File: src/rtl/mem_stage_lsu.sv
`default_nettype none
// ============================================================================
// mem_stage_lsu : MEM-stage load/store unit (IDLE/BUSY/DONE) driving a D-cache
//                 request/ack port; optional watchdog under LSU_TIMEOUT_EN.
// Revision      : 1.0  initial release
// ============================================================================
module mem_stage_lsu #(
   parameter int DATA_W = 32,
   parameter int REG_W  = 5
) (
   input  logic              clk,
   input  logic              rst,
   input  logic [DATA_W-1:0] result_in,
   input  logic [DATA_W-1:0] data2_in,
   input  logic [REG_W-1:0]  rd_in,
   input  logic              wb_memtoreg_in,
   input  logic              wb_regwrite_in,
   input  logic              mem_memread_in,
   input  logic              mem_memwrite_in,
   input  logic              ls_word_in,
   input  logic              ext_stall,
   output logic              lsu_stall,
   output logic              dc_req,
   output logic              dc_write,
   output logic [DATA_W-1:0] dc_addr,
   output logic [DATA_W-1:0] dc_wdata,
   output logic [3:0]        dc_wstrb,
   input  logic [DATA_W-1:0] dc_rdata,
   input  logic              dc_ack,
   output logic [DATA_W-1:0] wb_data_out,
   output logic [REG_W-1:0]  wb_rd_out,
   output logic              wb_regwrite_out,
   output logic              err_timeout
);

   typedef enum logic [1:0] {
      IDLE = 2'd0,
      BUSY = 2'd1,
      DONE = 2'd2
   } state_t;

   state_t state;
   state_t state_nx;

   logic              access;
   logic              timeout;
   logic              acked;
   logic              req_write;
   logic              req_word;
   logic [DATA_W-1:0] req_addr;
   logic [DATA_W-1:0] req_wdata;
   logic [3:0]        req_wstrb;
   logic [7:0]        ld_byte;
   logic [DATA_W-1:0] ld_fmt;
   logic [DATA_W-1:0] ld_new;
   logic [DATA_W-1:0] ld_now;
   logic [DATA_W-1:0] load_data;

   assign access = mem_memread_in | mem_memwrite_in;
   // A watchdog expiry completes the access exactly like an acknowledge.
   assign acked  = (state == BUSY) && (dc_ack || timeout);

   always_ff @(posedge clk) begin
      if (rst) begin
         state <= IDLE;
      end else begin
         state <= state_nx;
      end
   end

   always_comb begin
      state_nx  = state;
      lsu_stall = 1'b0;
      case (state)
         IDLE: begin
            if (access) begin
               lsu_stall = 1'b1;
               state_nx  = BUSY;
            end
         end
         BUSY: begin
            if (acked) begin
               state_nx = ext_stall ? DONE : IDLE;
            end else begin
               lsu_stall = 1'b1;
            end
         end
         DONE: begin
            if (!ext_stall) begin
               state_nx = IDLE;
            end
         end
         default: state_nx = IDLE;
      endcase
   end

   // Request is latched once on entry to BUSY so the cache sees stable fields.
   always_ff @(posedge clk) begin
      if (rst) begin
         req_write <= 1'b0;
         req_word  <= 1'b0;
         req_addr  <= '0;
         req_wdata <= '0;
         req_wstrb <= 4'b0000;
      end else if (state == IDLE && access) begin
         req_write <= mem_memwrite_in;
         req_word  <= ls_word_in;
         req_addr  <= result_in;
         if (!mem_memwrite_in) begin
            req_wdata <= '0;
            req_wstrb <= 4'b0000;
         end else if (ls_word_in) begin
            req_wdata <= data2_in;
            req_wstrb <= 4'b1111;
         end else begin
            req_wdata <= {(DATA_W/8){data2_in[7:0]}};
            req_wstrb <= 4'b0001 << result_in[1:0];
         end
      end
   end

   assign dc_req   = (state == BUSY);
   assign dc_write = req_write;
   assign dc_addr  = {req_addr[DATA_W-1:2], 2'b00};
   assign dc_wdata = req_wdata;
   assign dc_wstrb = req_wstrb;

   always_comb begin
      ld_byte = dc_rdata[7:0];
      case (req_addr[1:0])
         2'd0:    ld_byte = dc_rdata[7:0];
         2'd1:    ld_byte = dc_rdata[15:8];
         2'd2:    ld_byte = dc_rdata[23:16];
         default: ld_byte = dc_rdata[31:24];
      endcase
   end

   assign ld_fmt = req_word ? dc_rdata : {{(DATA_W-8){ld_byte[7]}}, ld_byte};
   assign ld_new = timeout ? '0 : ld_fmt;
   // In the completion cycle the fresh value bypasses the capture register.
   assign ld_now = acked ? ld_new : load_data;

   always_ff @(posedge clk) begin
      if (rst) begin
         load_data <= '0;
      end else if (acked) begin
         load_data <= ld_new;
      end
   end

   always_ff @(posedge clk) begin
      if (rst) begin
         wb_data_out     <= '0;
         wb_rd_out       <= '0;
         wb_regwrite_out <= 1'b0;
      end else if (!lsu_stall && !ext_stall) begin
         wb_data_out     <= wb_memtoreg_in ? ld_now : result_in;
         wb_rd_out       <= rd_in;
         wb_regwrite_out <= wb_regwrite_in;
      end
   end

`ifdef LSU_TIMEOUT_EN
   logic [7:0] busy_cnt;
   logic       err_q;

   // Expires on the 256th consecutive un-acknowledged BUSY cycle.
   assign timeout     = (state == BUSY) && !dc_ack && (busy_cnt == 8'hFF);
   assign err_timeout = err_q;

   always_ff @(posedge clk) begin
      if (rst) begin
         busy_cnt <= 8'h00;
         err_q    <= 1'b0;
      end else begin
         if (state != BUSY || dc_ack) begin
            busy_cnt <= 8'h00;
         end else begin
            busy_cnt <= busy_cnt + 8'h01;
         end
         if (timeout) begin
            err_q <= 1'b1;
         end
      end
   end
`else
   assign timeout     = 1'b0;
   assign err_timeout = 1'b0;
`endif

endmodule
`default_nettype wire
File: config.mk
export PLATFORM = sky130hd
export DESIGN_NAME = mem_stage_lsu
export DESIGN_NICKNAME = d
export VERILOG_FILES = /design/src/rtl/mem_stage_lsu.sv
export SDC_FILE = /design/constraint.sdc
export NUM_CORES = 1
export LEC_CHECK = 0
export CORE_ASPECT_RATIO = 1.5
export CORE_MARGIN = 1.5
export CORE_UTILIZATION = 42
export DETAILED_ROUTE_END_ITERATION = 8
export PLACE_DENSITY_LB_ADDON = 0.08
export SETUP_SLACK_MARGIN = 0.2
export SLEW_MARGIN = 15
export SYNTH_ARGS = -nofsm -noshare
export SYNTH_HDL_FRONTEND = slang
export SYNTH_SLANG_ARGS = --single-unit
File: constraint.sdc
create_clock -name clk -period 1.5 [get_ports clk]
set_input_delay 0.225 -clock clk [delete_from_list [all_inputs] [get_ports clk]]
set_output_delay 0.225 -clock clk [all_outputs]
set_load 0.05 [all_outputs]
==> results of run 1 <==
flip-flops by register name (all words and copies together) (netlist names), 2 cells and up:
name,count
dc_wdata,32
dc_wstrb,4
load_data,32
req_addr,32
state,2
wb_data_out,32
wb_rd_out,5
cell usage in the layout, fill, tap and decap left out, types with 5 or more instances in the layout:
cell,netlist,layout
buf_16,0,19
or2_2,6,6
nand2b_1,33,33
buf_4,40,148
a21oi_1,46,11
nor2b_1,11,10
mux2i_1,18,15
a211oi_2,6,6
o2111ai_4,0,6
buf_12,2,35
nand2_4,0,25
clkbuf_16,0,27
a21o_1,25,25
nand2_2,0,13
o221ai_4,0,10
o221ai_2,23,15
a21oi_2,0,34
buf_6,4,25
a311oi_2,23,23
clkdlybuf4s50_1,0,107
inv_6,0,5
dfxtp_1,142,137
nor2_1,102,95
o22ai_2,1,23
nand2_1,126,87
a22oi_2,0,39
worst reg2reg max path, delay by kind of cell, from the launching register on:
family	cells	cell delay, ns
flip-flops	1	0.35
AND/OR/NAND/NOR	2	0.41
buffers and inverters	3	0.46
AO/OA/AOI/OAI	2	0.32
logic make-up after synthesis:
family | synth area share [%]
AND/OR/NAND/NOR | 18.86
flip-flops | 41.96
AO/OA/AOI/OAI | 26.72
buffers and inverters | 9.252
multiplexers | 3.158
other | 0.05535
through the flow:
stage               util [%]  TNS (ns)  power, mW
global route           77.18    -13.22      13.30
CTS                    69.97    -3.729      12.27
detailed placement     57.49    -32.94      7.321
floorplan                  -    -2.378      6.294
global placement       57.49    -28.62      7.255
finish                 77.18    -7.897      12.88
power by group:
group | leakage, nW | internal, mW | switching [mW]
clock network | 0.275 | 2.36 | 1.79
registers | 1.17 | 4.05 | 0.209
logic | 3.35 | 2.09 | 2.38
routing by layer:
| layer | up-vias | part of all wire (%) | GRT usage (%) |
|---|---|---|---|
| met3 | 80 | 5.8 | 5.853 |
| met2 | 291 | 54 | 51.19 |
| li1 | 3219 | - | - |
| met5 | - | 0 | 0 |
| met1 | 3442 | 35 | 28.63 |
| met4 | 0 | 5.7 | 15.75 |
cell type report:
class	count	area, µm²
multi-input cells	524	4360
repair buffers	351	4068
fillers	1038	3581
flip-flops and latches	142	2854
clock buffers	19	442.9
well taps	203	254.0
clock inverters	13	128.9
inverters	1	3.754
diodes	1	2.502
worst max path at each step:
stage	from	end	depth (start not counted)
after CTS	state[0]	lsu_stall	3
after floorplan	req_addr[0]	load_data[21]	6
final	state[0]	wb_data_out[23]	7
after detailed placement	mem_memwrite_in	wb_data_out[6]	6
after global placement	mem_memwrite_in	wb_data_out[6]	6
after global routing	state[0]	wb_data_out[23]	7
repair_timing:
item	4_1_cts	5_1_grt
buffers inserted	23	21
hold buffers	0	0
gates cloned	20	10
hold endpoints to repair	0	0
endpoints found under the setup margin	141	143
resized for setup	116	159
pin swaps	24	94
==> results.json, run 1 <==
{
  "status": "finished, violations left",
  "violations": "negative setup slack",
  "ant_nets": 0,
  "critPathRequiredTime_ns": 1.80,
  "totalWireLength_um": 25960,
  "r2r-start": "state[0]",
  "crit_path_top_delay_cell": "dfxtp_2",
  "post-route-period-util_pct": 111.0,
  "crit_family": "buffers and inverters",
  "synth_area_leaders": "dfxtp_1 (42%), nand2_1 (7.0%), nor2_1 (5.7%)",
  "ys_seq_elements": 142,
  "crit_arrival_ns": 1.96,
  "rrSetupSlack_ns": -0.16,
  "pre_cts_ws_ns": -0.5235,
  "ir_drop_mv": 0.6397,
  "drv_cap": 0,
  "crit_fanout": 12,
  "instances_no_fill": 1254,
  "antenna_found_initial": 1,
  "die_w_um": 106.7,
  "rows": 56,
  "port_buffers": 216,
  "cts_tree": "done",
  "critPathMaxStageDelay_ns": 0.35,
  "fmax_mhz": 600.6,
  "finalHoldViolCount": 0,
  "syn2layout_area_growth_pct": 78.80,
  "clock-skew-final_ns": 0.009326,
  "dieArea_um2": 16920,
  "synth_cell_types": 42,
  "synthArstFlopShare_pct": 0,
  "yosysMostFrequentCell": "dfxtp_1",
  "clock-sinks": 142,
  "p_leak_nw": 4.791,
  "crit_path_end_kind": "flop",
  "grt_pass1_wl_um": 35780,
  "hp-class": "input pin to flop",
  "r2r-end": "wb_data_out[23]",
  "drive_above_1_share_pct": 48.48,
  "final_area_um2": 12110,
  "path_cells": "buf_6, and3b_4, buf_12, buf_6, nand2_1, o221ai_2, a311oi_2",
  "start_util_pct": 43.17,
  "synth_edf_count": 0,
  "yosys-top-cells-count": "dfxtp_1 (142), nand2_1 (126), nor2_1 (102), a21oi_1 (46), buf_4 (40)",
  "ioPinCount": 220,
  "rsz0062_at_grt": "true",
  "cts.reportedPaths.clkPinSlew_ns": 0.07,
  "setup_slack_ns": -0.1649,
  "start_kind": "flop",
  "gp_congestion": 0.8394,
  "nets": 1147,
  "seq_area_frac_synth_pct": 41.96,
  "gr-total-overflow": 0,
  "grt_max_degree": 42,
  "cts_buffers": 17,
  "critPathKind": "flop to flop",
  "yosys.area.top_type_share_pct": 41.96,
  "critPathBufInv": 3,
  "placed_area_um2": 9024,
  "whs_endpoint": "dc_wdata[28]",
  "coreArea_um2": 15700,
  "placedCellCount": 1147,
  "yosysTopAreaCell": "dfxtp_1",
  "cp_common_cell": "buf_6",
  "hold_start": "rst",
  "whs_ns": 0.1779,
  "dr_total_vias": 7032,
  "whs_path_depth": 2,
  "netlist_area_um2": 6775,
  "dr.pass1.iters": 4,
  "insertion_delay_ns": 0.42,
  "pwr_density_cell_nw_per_um2": 1063,
  "grt_pass1_vias": 6951,
  "syn_area_per_cell_um2": 8.833,
  "cts_buffer_depth": 2,
  "r2r_cells": 7,
  "wl_per_cell_um": 20.70,
  "viasPerCell": 5.608,
  "yosys_warnings": 0,
  "dp_hpwl_um": 14610,
  "synth_cells": 767,
  "grt_usage_pct": 27.65,
  "htreeDepth": 4,
  "drc_errors": 0,
  "root_buffer": "clkbuf_16",
  "drt_iter0_markers": 286,
  "synth_top_flop_cell": "dfxtp_1",
  "drv_slew": 0,
  "finalCriticalPeriod_ns": 1.665,
  "finalSetupViolations": 99,
  "die_y_um": 158.6
}
Note: power is estimated with default switching activity, not from simulation.
==> run 2: changes to the inputs <==
--- a/config.mk
+++ b/config.mk
@@ -7,7 +7,7 @@
 export LEC_CHECK = 0
 export CORE_ASPECT_RATIO = 1.5
 export CORE_MARGIN = 1.5
-export CORE_UTILIZATION = 42
+export CORE_UTILIZATION = 47
 export DETAILED_ROUTE_END_ITERATION = 8
 export PLACE_DENSITY_LB_ADDON = 0.08
 export SETUP_SLACK_MARGIN = 0.2
==> constraint.sdc (replaced) <==
create_clock -name clk -period 1.75 [get_ports clk]
set_input_delay 0.2625 -clock clk [delete_from_list [all_inputs] [get_ports clk]]
set_output_delay 0.2625 -clock clk [all_outputs]
set_load 0.05 [all_outputs]
==> run 2 against run 1 <==
The flow now finishes without violations. Core utilization is 6.0 points lower. First-iteration DRC count is 4.2% higher. Global-route usage is 1.5 points higher. Hold slack better by 0.050 ns. Non-clock buffer count is 72 lower. Sequential cell count stayed put. Cell count is 6.2% lower. Die area is 10% lower. Sequential share of layout area is 5.0 points higher. Clock power is 10% lower. Cell area is 17% lower. Critical endpoint is now wb_data_out[21].
==> results.json, run 2 (same netlist as run 1, synthesis figures left out) <==
{
  "r2r_cells": 4,
  "crit_path_end_kind": "flop",
  "drv_cap": 0,
  "layout_common_cells": "dfxtp_1 (138), nand2_1 (125), clkdlybuf4s50_1 (106)",
  "rsz0062_at_grt": "true",
  "grt_usage_pct": 29.12,
  "drive_above_1_share_pct": 28.59,
  "ir_drop_mv": 0.6942,
  "ant_nets": 0,
  "finalHoldViolCount": 0,
  "grt_pass1_vias": 6755,
  "clock-skew-final_ns": 0.005652,
  "htreeDepth": 4,
  "status": "completed",
  "cp.depth": 5,
  "crit_arrival_ns": 2.00,
  "final_common_cell": "dfxtp_1",
  "drt_iter0_markers": 298,
  "cts_buffer_depth": 2,
  "fin_tns_setup_ns": 0,
  "grt-busiest-layer": "met2",
  "gp_congestion": 0.8502,
  "grt_pass1_wl_um": 34120,
  "r2r-start": "req_addr[0]",
  "cp-endpoint": "wb_data_out[21]",
  "cts_tree": "done",
  "p_leak_nw": 3.934,
  "power_mw": 10.13,
  "die_y_um": 150.1,
  "critPathKind": "input pin to flop",
  "crit_start": "dc_rdata[23]",
  "clock-sinks": 142,
  "met2_usage_pct": 51.32,
  "die_w_um": 101.0,
  "cts.reportedPaths.clkPinSlew_ns": 0.06,
  "gr-total-overflow": 0,
  "cts_buffers": 17,
  "start_util_pct": 48.19,
  "dp_hpwl_um": 13950,
  "rows": 53,
  "drv_slew": 0,
  "root_buffer": "clkbuf_16",
  "totalWireLength_um": 21950,
  "ioPinCount": 220,
  "syn2layout_area_growth_pct": 47.66,
  "dieArea_um2": 15160,
  "nets": 1080,
  "critPathMaxStageDelay_ns": 0.62,
  "viasPerCell": 5.633,
  "path_cells": "clkdlybuf4s50_1, mux4_2, and2b_4, o221ai_4, a311oi_2",
  "use_met3_pct": 7.613,
  "dr.pass1.iters": 5,
  "post-route-period-util_pct": 98.57,
  "drc_errors": 0,
  "finalCriticalPeriod_ns": 1.725,
  "hp-class": "input pin to flop",
  "cts-hold-fix-buffers": 0,
  "rrSetupSlack_ns": 0.05,
  "port_buffers": 216,
  "coreArea_um2": 14060,
  "insertion_delay_ns": 0.41,
  "hold_start": "rst",
  "critPathBufInv": 1,
  "grt_max_degree": 55,
  "r2r-end": "wb_data_out[21]",
  "dr_total_vias": 6624,
  "finalSetupViolations": 0,
  "pwr_density_cell_nw_per_um2": 1013,
  "nFillCells": 1097,
  "crit_family": "multiplexers",
  "critPathRequiredTime_ns": 2.03,
  "crit_fanout": 7,
  "fmax_mhz": 579.7,
  "antenna_found_initial": 1,
  "grt_use_met1_pct": 31.40,
  "wl_per_cell_um": 18.67,
  "start_kind": "input pin",
  "crit_path_top_delay_cell": "mux4_2"
}
run 2: cell types whose count changed in the layout (fill, tap and decap cells not counted), sizes merged, moves of 3 or more:
cell and delta:
buf -106, and2b +5, clkbuf +15, clkdlybuf4s15 +21
clkinv -3
run 2: per-layer routing:
layer	vias to the layer above	wire length, µm
met5	-	0
met4	0	1002
met3	66	1538
met2	288	11390
met1	3179	8025
li1	3091	-
run 2: worst min-delay path by stage:
stage | cells past startpoint | to | slack (ns)
floorplan | 2 | req_addr[0] | 0.39
global placement | 2 | req_addr[12] | 0.44
detailed placement | 2 | req_addr[12] | 0.45
CTS | 2 | load_data[8] | 0.22
global route | 2 | load_data[8] | 0.22
finish | 2 | load_data[9] | 0.23
run 2: metrics by stage:
step | worst slack [ns] | hold slack [ns] | instance area, µm² | utilization [%] | std cells
final | 0.02506 | 0.2283 | 10000 | 71.16 | 1176
after global routing | 0.02206 | 0.2183 | 10000 | 71.16 | 1176
after CTS | 0.06151 | 0.2181 | 10000 | 71.16 | 1173
after detailed placement | -0.6669 | 0.4472 | 8879 | 63.15 | 1113
after global placement | -0.5698 | 0.4401 | 8879 | 63.15 | 1113
after floorplan | 0.1868 | 0.3909 | 6784 | - | 769
run 2: layout make-up:
type	count	area, µm²	area share (%)
multi-input cells	529	3516	35.14
flip-flops and latches	142	2855	28.54
repair buffers	279	2783	27.81
clock buffers	19	452.9	4.527
well taps	192	240.2	2.401
clock inverters	13	151.4	1.513
inverters	1	3.754	0.03752
diodes	1	2.502	0.02501
run 2: timing repair:
item                                    CTS  global route
endpoints found under the setup margin  112           136
gates resized for setup                 114            61
setup buffers                            15             2
cloned                                   13             0
pin swaps                                14            15
run 2: worst reg2reg max path, delay by kind of cell (launching register included):
family | cells | cell delay [ns]
AND/OR/NAND/NOR | 1 | 0.28
multiplexers | 1 | 0.60
AO/OA/AOI/OAI | 2 | 0.31
flip-flops | 1 | 0.37
run 2: power breakdown:
group	total, mW	leakage [nW]	internal (mW)	switching [mW]
sequential	3.63	1.17	3.47	0.154
clock	3.72	0.284	2.20	1.52
combinational	2.79	2.48	1.13	1.66
==> run 3: changes to the inputs <==
--- a/config.mk
+++ b/config.mk
@@ -11,6 +11,7 @@
 export DETAILED_ROUTE_END_ITERATION = 8
 export PLACE_DENSITY_LB_ADDON = 0.08
 export SETUP_SLACK_MARGIN = 0.2
+export SKIP_LAST_GASP = 1
 export SLEW_MARGIN = 15
 export SYNTH_ARGS = -nofsm -noshare
 export SYNTH_HDL_FRONTEND = slang
==> results of run 3 <==
Final layout, timing and power as in run 2 (identical DEF).
